[src/rtl/mem_req_router.sv]
// mem_req_router: steers one core load/store at a time to one of NSLV
// memory-mapped targets by address region (addr[31:28]), waits for that
// target's ack and returns a single-cycle response. Unmapped regions and
// zero-byte-enable stores answer immediately with an error; a target that
// never acks is cut off after TIMEOUT busy cycles.
module mem_req_router #(
    parameter int NSLV    = 4,
    parameter int TIMEOUT = 15
) (
    input  logic                 clk,
    input  logic                 rst_n,
    input  logic                 req_valid,
    output logic                 req_ready,
    input  logic                 req_we,
    input  logic [31:0]          req_addr,
    input  logic [31:0]          req_wdata,
    input  logic [3:0]           req_be,
    output logic                 rsp_valid,
    output logic [31:0]          rsp_rdata,
    output logic                 rsp_err,
    output logic [NSLV-1:0]      s_valid,
    output logic                 s_we,
    output logic [31:0]          s_addr,
    output logic [31:0]          s_wdata,
    output logic [3:0]           s_be,
    input  logic [NSLV-1:0]      s_ack,
    input  logic [NSLV*32-1:0]   s_rdata
);

    localparam logic [4:0] NSLV_L   = 5'(NSLV);
    localparam logic [7:0] CNT_LAST = 8'(TIMEOUT - 1);

    typedef enum logic [1:0] {
        IDLE = 2'd0,
        BUSY = 2'd1,
        RESP = 2'd2
    } state_e;

    state_e      state_q, state_d;
    logic        we_q, we_d;
    logic [31:0] addr_q, addr_d;
    logic [31:0] wdata_q, wdata_d;
    logic [3:0]  be_q, be_d;
    logic [3:0]  sel_q, sel_d;
    logic [7:0]  cnt_q, cnt_d;
    logic [31:0] rdata_q, rdata_d;
    logic        err_q, err_d;

    logic        ack_sel;
    logic [31:0] rdata_sel;
    logic        dec_err;

    // Pick the selected target's ack and read data; other targets are ignored
    always_comb begin
        ack_sel   = 1'b0;
        rdata_sel = '0;
        for (int i = 0; i < NSLV; i++) begin
            if (sel_q == 4'(i)) begin
                ack_sel   = s_ack[i];
                rdata_sel = s_rdata[i*32 +: 32];
            end
        end
    end

    // Unmapped region, or a store that would write no bytes
    assign dec_err = ({1'b0, req_addr[31:28]} >= NSLV_L) || (req_we && (req_be == 4'b0000));

    // Next-state and datapath capture for the IDLE/BUSY/RESP handshake
    always_comb begin
        state_d = state_q;
        we_d    = we_q;
        addr_d  = addr_q;
        wdata_d = wdata_q;
        be_d    = be_q;
        sel_d   = sel_q;
        cnt_d   = cnt_q;
        rdata_d = rdata_q;
        err_d   = err_q;
        case (state_q)
            IDLE: begin
                if (req_valid) begin
                    we_d    = req_we;
                    addr_d  = req_addr;
                    wdata_d = req_wdata;
                    be_d    = req_be;
                    sel_d   = req_addr[31:28];
                    if (dec_err) begin
                        state_d = RESP;
                        err_d   = 1'b1;
                        rdata_d = '0;
                    end else begin
                        state_d = BUSY;
                        cnt_d   = '0;
                    end
                end
            end
            BUSY: begin
                // An ack on the final allowed cycle still wins over the timeout
                if (ack_sel) begin
                    state_d = RESP;
                    err_d   = 1'b0;
                    rdata_d = we_q ? 32'h0 : rdata_sel;
                end else if (cnt_q == CNT_LAST) begin
                    state_d = RESP;
                    err_d   = 1'b1;
                    rdata_d = '0;
                end else if (cnt_q != 8'hFF) begin
                    cnt_d = cnt_q + 8'd1;
                end
            end
            RESP: begin
                state_d = IDLE;
            end
            default: begin
                state_d = IDLE;
            end
        endcase
    end

    // State and captured request registers; reset drops any in-flight request
    always_ff @(posedge clk or negedge rst_n) begin
        if (!rst_n) begin
            state_q <= IDLE;
            we_q    <= 1'b0;
            addr_q  <= '0;
            wdata_q <= '0;
            be_q    <= '0;
            sel_q   <= '0;
            cnt_q   <= '0;
            rdata_q <= '0;
            err_q   <= 1'b0;
        end else begin
            state_q <= state_d;
            we_q    <= we_d;
            addr_q  <= addr_d;
            wdata_q <= wdata_d;
            be_q    <= be_d;
            sel_q   <= sel_d;
            cnt_q   <= cnt_d;
            rdata_q <= rdata_d;
            err_q   <= err_d;
        end
    end

    // One-hot strobe decoded from state only, so s_ack never reaches an output
    for (genvar g = 0; g < NSLV; g++) begin : g_strobe
        assign s_valid[g] = (state_q == BUSY) && (sel_q == 4'(g));
    end

    assign req_ready = (state_q == IDLE);
    assign rsp_valid = (state_q == RESP);
    assign rsp_rdata = rdata_q;
    assign rsp_err   = err_q;
    assign s_we      = we_q;
    assign s_addr    = addr_q;
    assign s_wdata   = wdata_q;
    assign s_be      = be_q;

endmodule

[config.mk]
export PLATFORM = sky130hd
export DESIGN_NAME = mem_req_router
export DESIGN_NICKNAME = d
export VERILOG_FILES = /design/src/rtl/mem_req_router.sv
export SDC_FILE = /design/constraint.sdc
export NUM_CORES = 1
export LEC_CHECK = 0
export CAP_MARGIN = 15
export CORE_ASPECT_RATIO = 0.9
export CORE_MARGIN = 4
export CORE_UTILIZATION = 35
export CTS_BUF_LIST = sky130_fd_sc_hd__clkbuf_16
export DETAILED_ROUTE_END_ITERATION = 12
export GPL_TIMING_DRIVEN = 0
export PLACE_DENSITY = 0.88
export SLEW_MARGIN = 20
export SYNTH_ARGS = -nofsm -noshare
export SYNTH_HDL_FRONTEND = slang
export SYNTH_SLANG_ARGS = --single-unit
[constraint.sdc]
create_clock -name clk -period 1.84 [get_ports clk]
set_input_delay 0.276 -clock clk [delete_from_list [all_inputs] [get_ports clk]]
set_output_delay 0.276 -clock clk [all_outputs]
set_load 0.05 [all_outputs]
==> impl_metrics.toml <==
[outcome]
status = "complete, but fails checks"
violations = "negative setup slack"

[logic_synthesis]
ys_async_sr_fraction_pct = 100
ys_seq_area_share_pct = 51.9
synth_area_um2 = 5400
synth_edf_count = 0
syn_inst = 567
synth-main-ff-cell = "dfrtp_1"
yosysWarnings = 0
syn_avg_cell_area_um2 = 9.53
synth_seq_cells = 112
synth_cell_types = 38
syn-num-nets = 773

[global_route]
gr-total-overflow = 0
grt_pass1_vias = 6051
grt_antenna_before_repair = 2
grt_pass1_wl_um = 33400
grt_max_degree = 59
grt_usage_pct = 24.4

[sta]
tns_ns = -3.15
slew-limit-headroom_pct = 58.4
finClkSkew_ns = 0.00552
worst_pin_slew_ns = 0.617
timing.fmax_mhz = 502
maxSlewViolCount = 0
grt_setup_unrepaired = "yes"
post-route-min-period_ns = 1.99
finalSetupViolCount = 41
finalHoldViolations = 0
worst_slack_ns = -0.153
fin_crit_sh_pct = 108

[setup_path]
cp.arrival_ns = 2.28
path_class = "flop to flop"
cp-end-kind = "flop"
start_kind = "flop"
required_ns = 2.13
path_max_fanout = 8

[cells_and_area]
fillers = 1162
layout-area-overhead-vs-synth_pct = 80.8
final_common_cell = "clkdlybuf4s50_1"
layout-drive-gt1-share_pct = 11.5
nNetsFinal = 1121
final-seq-area_um2 = 2810
final_cell_mix = "226 x clkdlybuf4s50_1, 214 x nand2_1, 105 x dfrtp_1, 59 x dlymetal6s2s_1, 32 x a22o_1"
stdcell_count = 1120
multi_input_area_um2 = 2560

[detailed_routing]
wl_per_cell_um = 19.8
dr.first_iter.drc_count = 307
vias_per_cell = 5.12
drc_errors = 0
vias = 5730
ant_nets = 0
drtPass1Iterations = 5
routed_wl_um = 22200

[clock_tree]
clock_latency_ns = 0.35
htree_num_levels = 3
clkSlewWorstSetupHoldPaths_ns = 0.08
numCtsBuffers = 9
numClockSinks = 112
cts_tree = "done"
cts_buffer_depth = 2
root_buffer = "clkbuf_16"

[placement]
place.detailed.hpwl_um = 16500
dpl.cell_count = 1077
pre_cts_slack_ns = -1.10
portBuffers = 311
gp_congestion = 0.885

[floorplan]
core_area_um2 = 14900
fp.dieW_um = 139
num_io_pins = 312
start_util_pct = 36.2
rows = 42
die_h_um = 126
fp.dieArea_um2 = 17500

[job]
drv_cap = 0

[power]
ir_worst_vdd_uv = 1220
p_total_mw = 16.4
p_leak_nw = 5.06
powerDensity_nw_per_um2 = 1670

[min_path]
hold_path.class = "primary input to flop"
## timing repair
item | in CTS | in global routing
gates cloned | 4 | 1
endpoints found under the hold margin | 54 | 0
buffers inserted | 21 | 5
gates resized for setup | 87 | 85
pin swaps | 37 | 9
hold buffers | 1 | 0
setup endpoints to repair | 131 | 109
## worst paths after layout
path                                         start                         to  slack (ns)  cells after the start
max in group asynchronous                    rst_n     s_addr[30]$_DFFE_PN0P_        0.70                      3
min                                      req_be[2]        s_be[2]$_DFFE_PN0P_        0.28                      3
min in group asynchronous                    rst_n   rsp_rdata[8]$_DFFE_PN0P_        0.46                      2
max                         s_addr[28]$_DFFE_PN0P_  rsp_rdata[31]$_DFFE_PN0P_       -0.15                      7
min reg2reg                s_wdata[31]$_DFFE_PN0P_    s_wdata[31]$_DFFE_PN0P_        0.47                      2
max reg2reg                 s_addr[28]$_DFFE_PN0P_  rsp_rdata[31]$_DFFE_PN0P_       -0.15                      7
## cell type report
class / count / area share [%]
Clock inverter: 7 / 0.666
Inverter: 5 / 0.218
Tap cell: 198 / 2.54
Clock buffer: 9 / 2.31
Antenna cell: 2 / 0.0512
Multi-Input combinational cell: 413 / 26.3
Buffer: 34 / 2.55
Sequential cell: 112 / 28.8
Timing Repair Buffer: 340 / 36.6
## kinds of logic (layout without fill, tap and decap cells)
| kind of cell | after synthesis | in the layout | share of synthesized area, % |
|---|---|---|---|
| AND/OR/NAND/NOR | 272 | 272 | 21.5 |
| flip-flops | 112 | 112 | 51.9 |
| AO/OA/AOI/OAI | 103 | 103 | 13.9 |
| buffers and inverters | 42 | 395 | 3.52 |
| multiplexers | 36 | 36 | 8.76 |
| adder cells (fa/ha/maj) | 2 | 2 | 0.463 |
| other | 0 | 2 | 0 |
## layer usage
metal	vias to the layer above	wire length (µm)	part of all wire, %	GRT usage, %
met5	-	0	0	0
met4	0	444	2.0	6.73
met3	31	2300	10	8.98
met2	299	11300	51	43.6
met1	2755	8140	37	27.5
li1	2645	-	-	-
## power breakdown
group	internal [mW]	switching (mW)
clock network	0.953	1.00
registers	3.47	0.656
logic	3.68	6.60
total	8.10	8.26
## through the flow
step	utilization, %	instance area, µm²	hold WS, ns
floorplan	-	5510	-0.0196
global placement	59.4	8870	0.456
detailed placement	59.6	8900	0.287
CTS	64.0	9550	0.269
global route	65.5	9770	0.280
finish	65.5	9770	0.276
## critical path, stage by stage, from the launching register on
cell,delay [ns]
dfrtp_2,0.36
buf_6,0.12
mux4_2,0.61
nand3_4,0.15
o221a_4,0.32
buf_4,0.16
buf_6,0.08
a22o_1,0.13
## synthesized netlist by cell type, types with 2 or more instances
| master | instances | area [µm²] |
|---|---|---|
| a31oi_1 | 4 | 25.0 |
| nor3_1 | 2 | 10.0 |
| nor2_1 | 5 | 18.8 |
| o21a_1 | 2 | 15.0 |
| mux4_2 | 9 | 203 |
| inv_1 | 5 | 18.8 |
| dfrtp_1 | 112 | 2800 |
| nand4_1 | 2 | 12.5 |
| nand3_1 | 7 | 35.0 |
| and2_1 | 2 | 12.5 |
| buf_2 | 8 | 40.0 |
| clkbuf_1 | 23 | 86.3 |
| mux2i_1 | 27 | 270 |
| a211oi_1 | 24 | 180 |
| ha_1 | 2 | 25.0 |
| and4_1 | 2 | 17.5 |
| a41oi_1 | 2 | 17.5 |
| o211ai_1 | 2 | 15.0 |
| buf_1 | 3 | 11.3 |
| a21oi_1 | 26 | 130 |
| o21ai_0 | 4 | 20.0 |
| nor3b_1 | 5 | 37.5 |
| nor2b_1 | 26 | 163 |
| a22o_1 | 32 | 280 |
| buf_6 | 3 | 33.8 |
| nand2_1 | 216 | 811 |
## state kept, by name, summed over array words and instances (netlist names)
signal / cells
rsp_rdata: 32
s_wdata: 32
state_q: 2
rsp_err: 1
cnt_q: 8
s_we: 1
s_be: 4
s_addr: 32
(Power assumes the default switching activity.)
==> edit 1, RTL diff (same settings) <==
`wdata_q` no longer has a reset.
--- a/src/rtl/mem_req_router.sv
+++ b/src/rtl/mem_req_router.sv
@@ -123,7 +123,6 @@
             state_q <= IDLE;
             we_q    <= 1'b0;
             addr_q  <= '0;
-            wdata_q <= '0;
             be_q    <= '0;
             sel_q   <= '0;
             cnt_q   <= '0;
@@ -133,13 +132,16 @@
             state_q <= state_d;
             we_q    <= we_d;
             addr_q  <= addr_d;
-            wdata_q <= wdata_d;
             be_q    <= be_d;
             sel_q   <= sel_d;
             cnt_q   <= cnt_d;
             rdata_q <= rdata_d;
             err_q   <= err_d;
         end
+    end
+
+    always_ff @(posedge clk) begin
+        wdata_q <= wdata_d;
     end
 
     // One-hot strobe decoded from state only, so s_ack never reaches an output
Behaviour: not the same (Yosys sat finds a counterexample within 4 cycles, from zero or initial values and one cycle with rst_n low).
==> edit 1 against the unedited design <==
Critical endpoint is now rsp_rdata[22]. Total power decreased by 15%. Setup slack got worse by 170 ps. Highest routed layer unchanged. Area after synthesis fell by 5.7%. Fmax shrank 7.8%. Largest power group unchanged. Sequential cell count is the same. Final cell count decreased by 16%. Wire length down 12%. Sequential power fell by 13%. Final area decreased by 1.8%. The run still ends with setup timing left. Clock power is 5% higher.
==> edit 1: results (changes against the unedited design) <==
[pwr]
max-vdd-ir-drop_mv=1.28  ; +4.7%

[worst_setup_path]
max_stage_delay_ps=460  ; -150 ps
worst_ep_arrival_time_ps=2400  ; +120 ps
crit_path_top_delay_cell=or4b_4
critPathTopFamily=simple AND/OR/NAND/NOR gates
r2r-start=cnt_q[1]
r2r-end=rsp_rdata[22]

[drt]
top_layer=met4
drt_iter0_drc=306  ; -0.33%
wl_met1_um=7500  ; -7.8%
drt_wl_total_um=19500  ; -12%
avgViaCountPerCell=5.24  ; +2.4%
met2_length_um=10100  ; -11%
met3_wirelength_um=1500  ; -35%
first_pass_iters=6  ; +1

[cells_and_area]
signal_buffer_area_fraction_pct=40.3  ; +1.1 points
n_all_inverters=13  ; +8
multi_input_area_um2=2150  ; -16%
num-clock-buffers=9  ; unchanged
drive_gt1_share_pct=20.4  ; +8.9 points
clkCellAreaFrac_pct=3.26  ; +0.29 points
diodes=0  ; -2
sh_seq_area_pct=30.9  ; +2.2 points
design_area_um2=9590  ; -1.8%

[yosys]
synth_compound_area_share_pct=15.5  ; +1.6 points
synth.mux.area_fraction_pct=17.8  ; +9.0 points
synth.area.top_cells=dfrtp_1, edfxtp_1, mux2i_1
seq_area_frac_synth_pct=58.1  ; +6.3 points
synthesis.nets=594  ; -23%
async_reset_ff_share_pct=71.4  ; -29 points
ys_types=46  ; +21%
synth_adder_area_share_pct=0.491  ; +0.028 points

[status]
violations=setup timing
status=finished with violations

[grt]
met2_usage_pct=38.7  ; -5.0 points
grt_first_pass_wirelength_um=28400  ; -15%
grtUsageMet3_pct=6.72  ; -2.3 points
antenna_found_initial=0  ; -2
grt.met1_usage_pct=27.0  ; -0.45 points
first_global_vias=5308  ; -12%
grt_max_degree=42  ; -29%

[sta]
finalSetupViolations=46  ; +12%
finalWorstSetupSlack_ps=-322  ; -170 ps
max-slew-margin-rel_pct=44.9  ; -14 points
fin_skew_ps=11.2  ; +5.73 ps

[min_path]
hp-class=input pin to async pin

[placed_design]
dp.final_hpwl_um=14500  ; -13%
placed_cell_area_um2=8690  ; -2.3%
place_congestion=0.863  ; -2.4%

[clocking]
clk_pin_slew_ps=80  ; about the same

-- edit 1: cell count changes after synthesis, sizes merged, moves of 22 or more --
cell,change
dfrtp,-32
nand2,-209
mux2,+37
o22ai,+23
edfxtp,+32
nor2b,-25
a211oi,-23
mux2i,+22
-- edit 1: stage by stage --
stage | cells | hold slack (ps) | setup TNS [ps] | worst slack, ps | power (mW)
finish | 942 | 458 | -12470 | -322 | 13.9
CTS | 932 | 457 | -11910 | -388 | 13.7
detailed placement | 893 | 314 | -43310 | -941 | 11.0
floorplan | 388 | -19.6 | -6560 | -299 | 8.46
global route | 942 | 450 | -15470 | -422 | 14.5
global placement | 892 | 488 | -232110 | -2690 | 10.9
-- edit 1: timing repair --
action,in CTS,in global routing
gates resized for setup,72,84
gates cloned,4,0
endpoints found under the hold margin,40,0
endpoints found under the setup margin,88,114
hold buffers,1,0
pin swaps,11,14
setup buffers,21,13
-- edit 1: report_power, final --
part	switching [mW]	internal, mW
logic	4.78	3.46
clock network	0.975	1.08
registers	0.332	3.26
==> edit 2, RTL diff (same settings) <==
Made on the original files. Set the parameter `NSLV` to 2 (it was 4).
--- a/src/rtl/mem_req_router.sv
+++ b/src/rtl/mem_req_router.sv
@@ -4,7 +4,7 @@
 // zero-byte-enable stores answer immediately with an error; a target that
 // never acks is cut off after TIMEOUT busy cycles.
 module mem_req_router #(
-    parameter int NSLV    = 4,
+    parameter int NSLV    = 2,
     parameter int TIMEOUT = 15
 ) (
     input  logic                 clk,
Ports: changed (resized s_ack, s_rdata and s_valid); port bits go from 312 to 244. No check against the original RTL was run, so the function may have changed too.
==> edit 2 against the unedited design <==
The run still ends with setup timing left. Utilization shrank 2.3 points. Setup slack gained 1.7 ps. Fmax is essentially flat. Final area shrank 16%. Total power shrank 28%. Wire length shrank 33%. Area after synthesis shrank 13%. Sequential cell count is the same. Highest routed layer unchanged.
==> edit 2: results (changes against the unedited design) <==
[placed_design]
dp_cells=739  ; -31%
pre_cts_slack_ps=-647  ; +451 ps
dp.final_hpwl_um=10600  ; -36%
port_buffers=243  ; -22%
place_congestion=0.781  ; -12%

[drt]
drt_iter0_drc=101  ; -67%
wl_met1_um=5420  ; -33%
met2_length_um=7740  ; -32%
met3_wirelength_um=1480  ; -36%
top_layer=met4
first_pass_iters=4  ; -1
drt-wirelength-per-cell_um=19.2  ; -3.4%
dr_total_vias=3780  ; -34%

[cells_and_area]
layoutNonFillerInstCount=774  ; -31%
multi_input_area_um2=1960  ; -24%
fin_nets=745  ; -34%
diodes=0  ; -2
drive_gt1_share_pct=26.1  ; +15 points
nFillCells=927  ; -20%

[clocking]
clk_latency_ps=350  ; about the same
htreeDepth=3  ; unchanged

[yosys]
ys_types=34  ; -11%
syn_area_per_cell_um2=14.2  ; +49%
seq_area_frac_synth_pct=59.5  ; +7.6 points
synth.top_cells.by_count=dfrtp_1, mux2_2, mux2i_1, o2bb2ai_1, nand2_1
async_reset_ff_share_pct=100  ; unchanged
synth.area.top_cells=dfrtp_1, mux2_2, mux2i_1
yosysWarnings=0  ; unchanged
synthesis.nets=471  ; -39%

[status]
status=finished with violations
violations=setup timing

[sta]
fin_skew_ps=5.11  ; -0.405 ps
finalWorstSetupSlack_ps=-151  ; +1.69 ps
max-slew-margin-rel_pct=49.3  ; -9.1 points
finalSetupViolations=41  ; unchanged
tns_ps=-4940  ; -1790 ps

[worst_setup_path]
path_max_fanout=7  ; -1
worst_ep_arrival_time_ps=2220  ; -60 ps

[grt]
grt_max_degree=64  ; +8.5%
first_global_vias=4189  ; -31%
grtUsageTotal_pct=18.1  ; -6.2 points
antenna_found_initial=0  ; -2
grt_first_pass_wirelength_um=21800  ; -35%

[pwr]
leakagePower_nw=4.06  ; -20%
max-vdd-ir-drop_mv=1.33  ; +8.7%

[min_path]
hp-class=input pin to async pin

-- edit 2: cell types whose count changed after synthesis, sizes merged, moves of 14 or more --
cell / before / now
a211oi: 24 / 0
nor2b: 26 / 2
nand2: 216 / 11
o2bb2ai: 0 / 32
a21oi: 27 / 6
mux2: 0 / 71
clkbuf: 23 / 9
a22o: 32 / 0
-- edit 2: metrics by stage --
step | hold slack (ps) | power (mW) | area [um2]
floorplan | -19.6 | 7.45 | 4720
global placement | 473 | 9.51 | 7360
detailed placement | 242 | 9.66 | 7390
CTS | 437 | 11.7 | 7780
global route | 459 | 12.3 | 8170
finish | 428 | 11.7 | 8170
-- edit 2: layout make-up --
class                      count  share of cell area (%)
timing repair buffer         264                    33.8
clock buffer                   9                    2.76
buffer                        18                    1.61
inverter                       4                   0.184
multi-input combinational    196                    24.0
clock inverter                 7                   0.781
sequential                   112                    34.4
tap                          164                    2.51
-- edit 2: logic make-up after synthesis --
logic type                 share of synthesized area (%)
DFF                                                 59.5
muxes                                               23.8
and+or+nand+nor                                     4.35
adders and majority gates                          0.531
buffers and inverters                               2.63
AOI/OAI and AO/OA                                   9.16
-- edit 2: metal layers --
metal,track usage [%],up-vias
met5,0,-
met4,4.29,0
met3,9.12,14
met2,31.9,175
met1,19.2,1842
li1,-,1749
-- edit 2: report_power, final --
group	internal [mW]	switching, mW	total [mW]
combinational	2.41	3.81	6.22
sequential	3.17	0.429	3.60
clock	1.05	0.885	1.93
-- edit 2: critical path, cell delays in order (launching register included) --
cell and delay (ps):
dfrtp_1 390, inv_2 80, ha_4 110, or3b_4 380, o41ai_4 260, nand2b_4 230, o21ai_4 110, mux2_4 310
-- edit 2: worst paths after layout --
kind | cells past startpoint | to | startpoint
worst max-delay path | 7 | cnt_q[1] | cnt_q[0]
worst min-delay path | 2 | rsp_rdata[31] | rst_n
worst max register to register | 7 | cnt_q[1] | cnt_q[0]
worst min register to register | 1 | rsp_rdata[19] | rsp_rdata[19]
max in group asynchronous | 3 | s_addr[2] | rst_n
min in group clk | 1 | rsp_rdata[19] | rsp_rdata[19]
-- edit 2: what timing repair did --
action / 4_1_cts / 5_1_grt
resized for setup: 44 / 95
gates cloned: 1 / 0
endpoints found under the hold margin: 49 / 0
buffers inserted: 7 / 11
pin swaps: 5 / 8
hold buffers: 1 / 0
setup endpoints to repair: 125 / 118
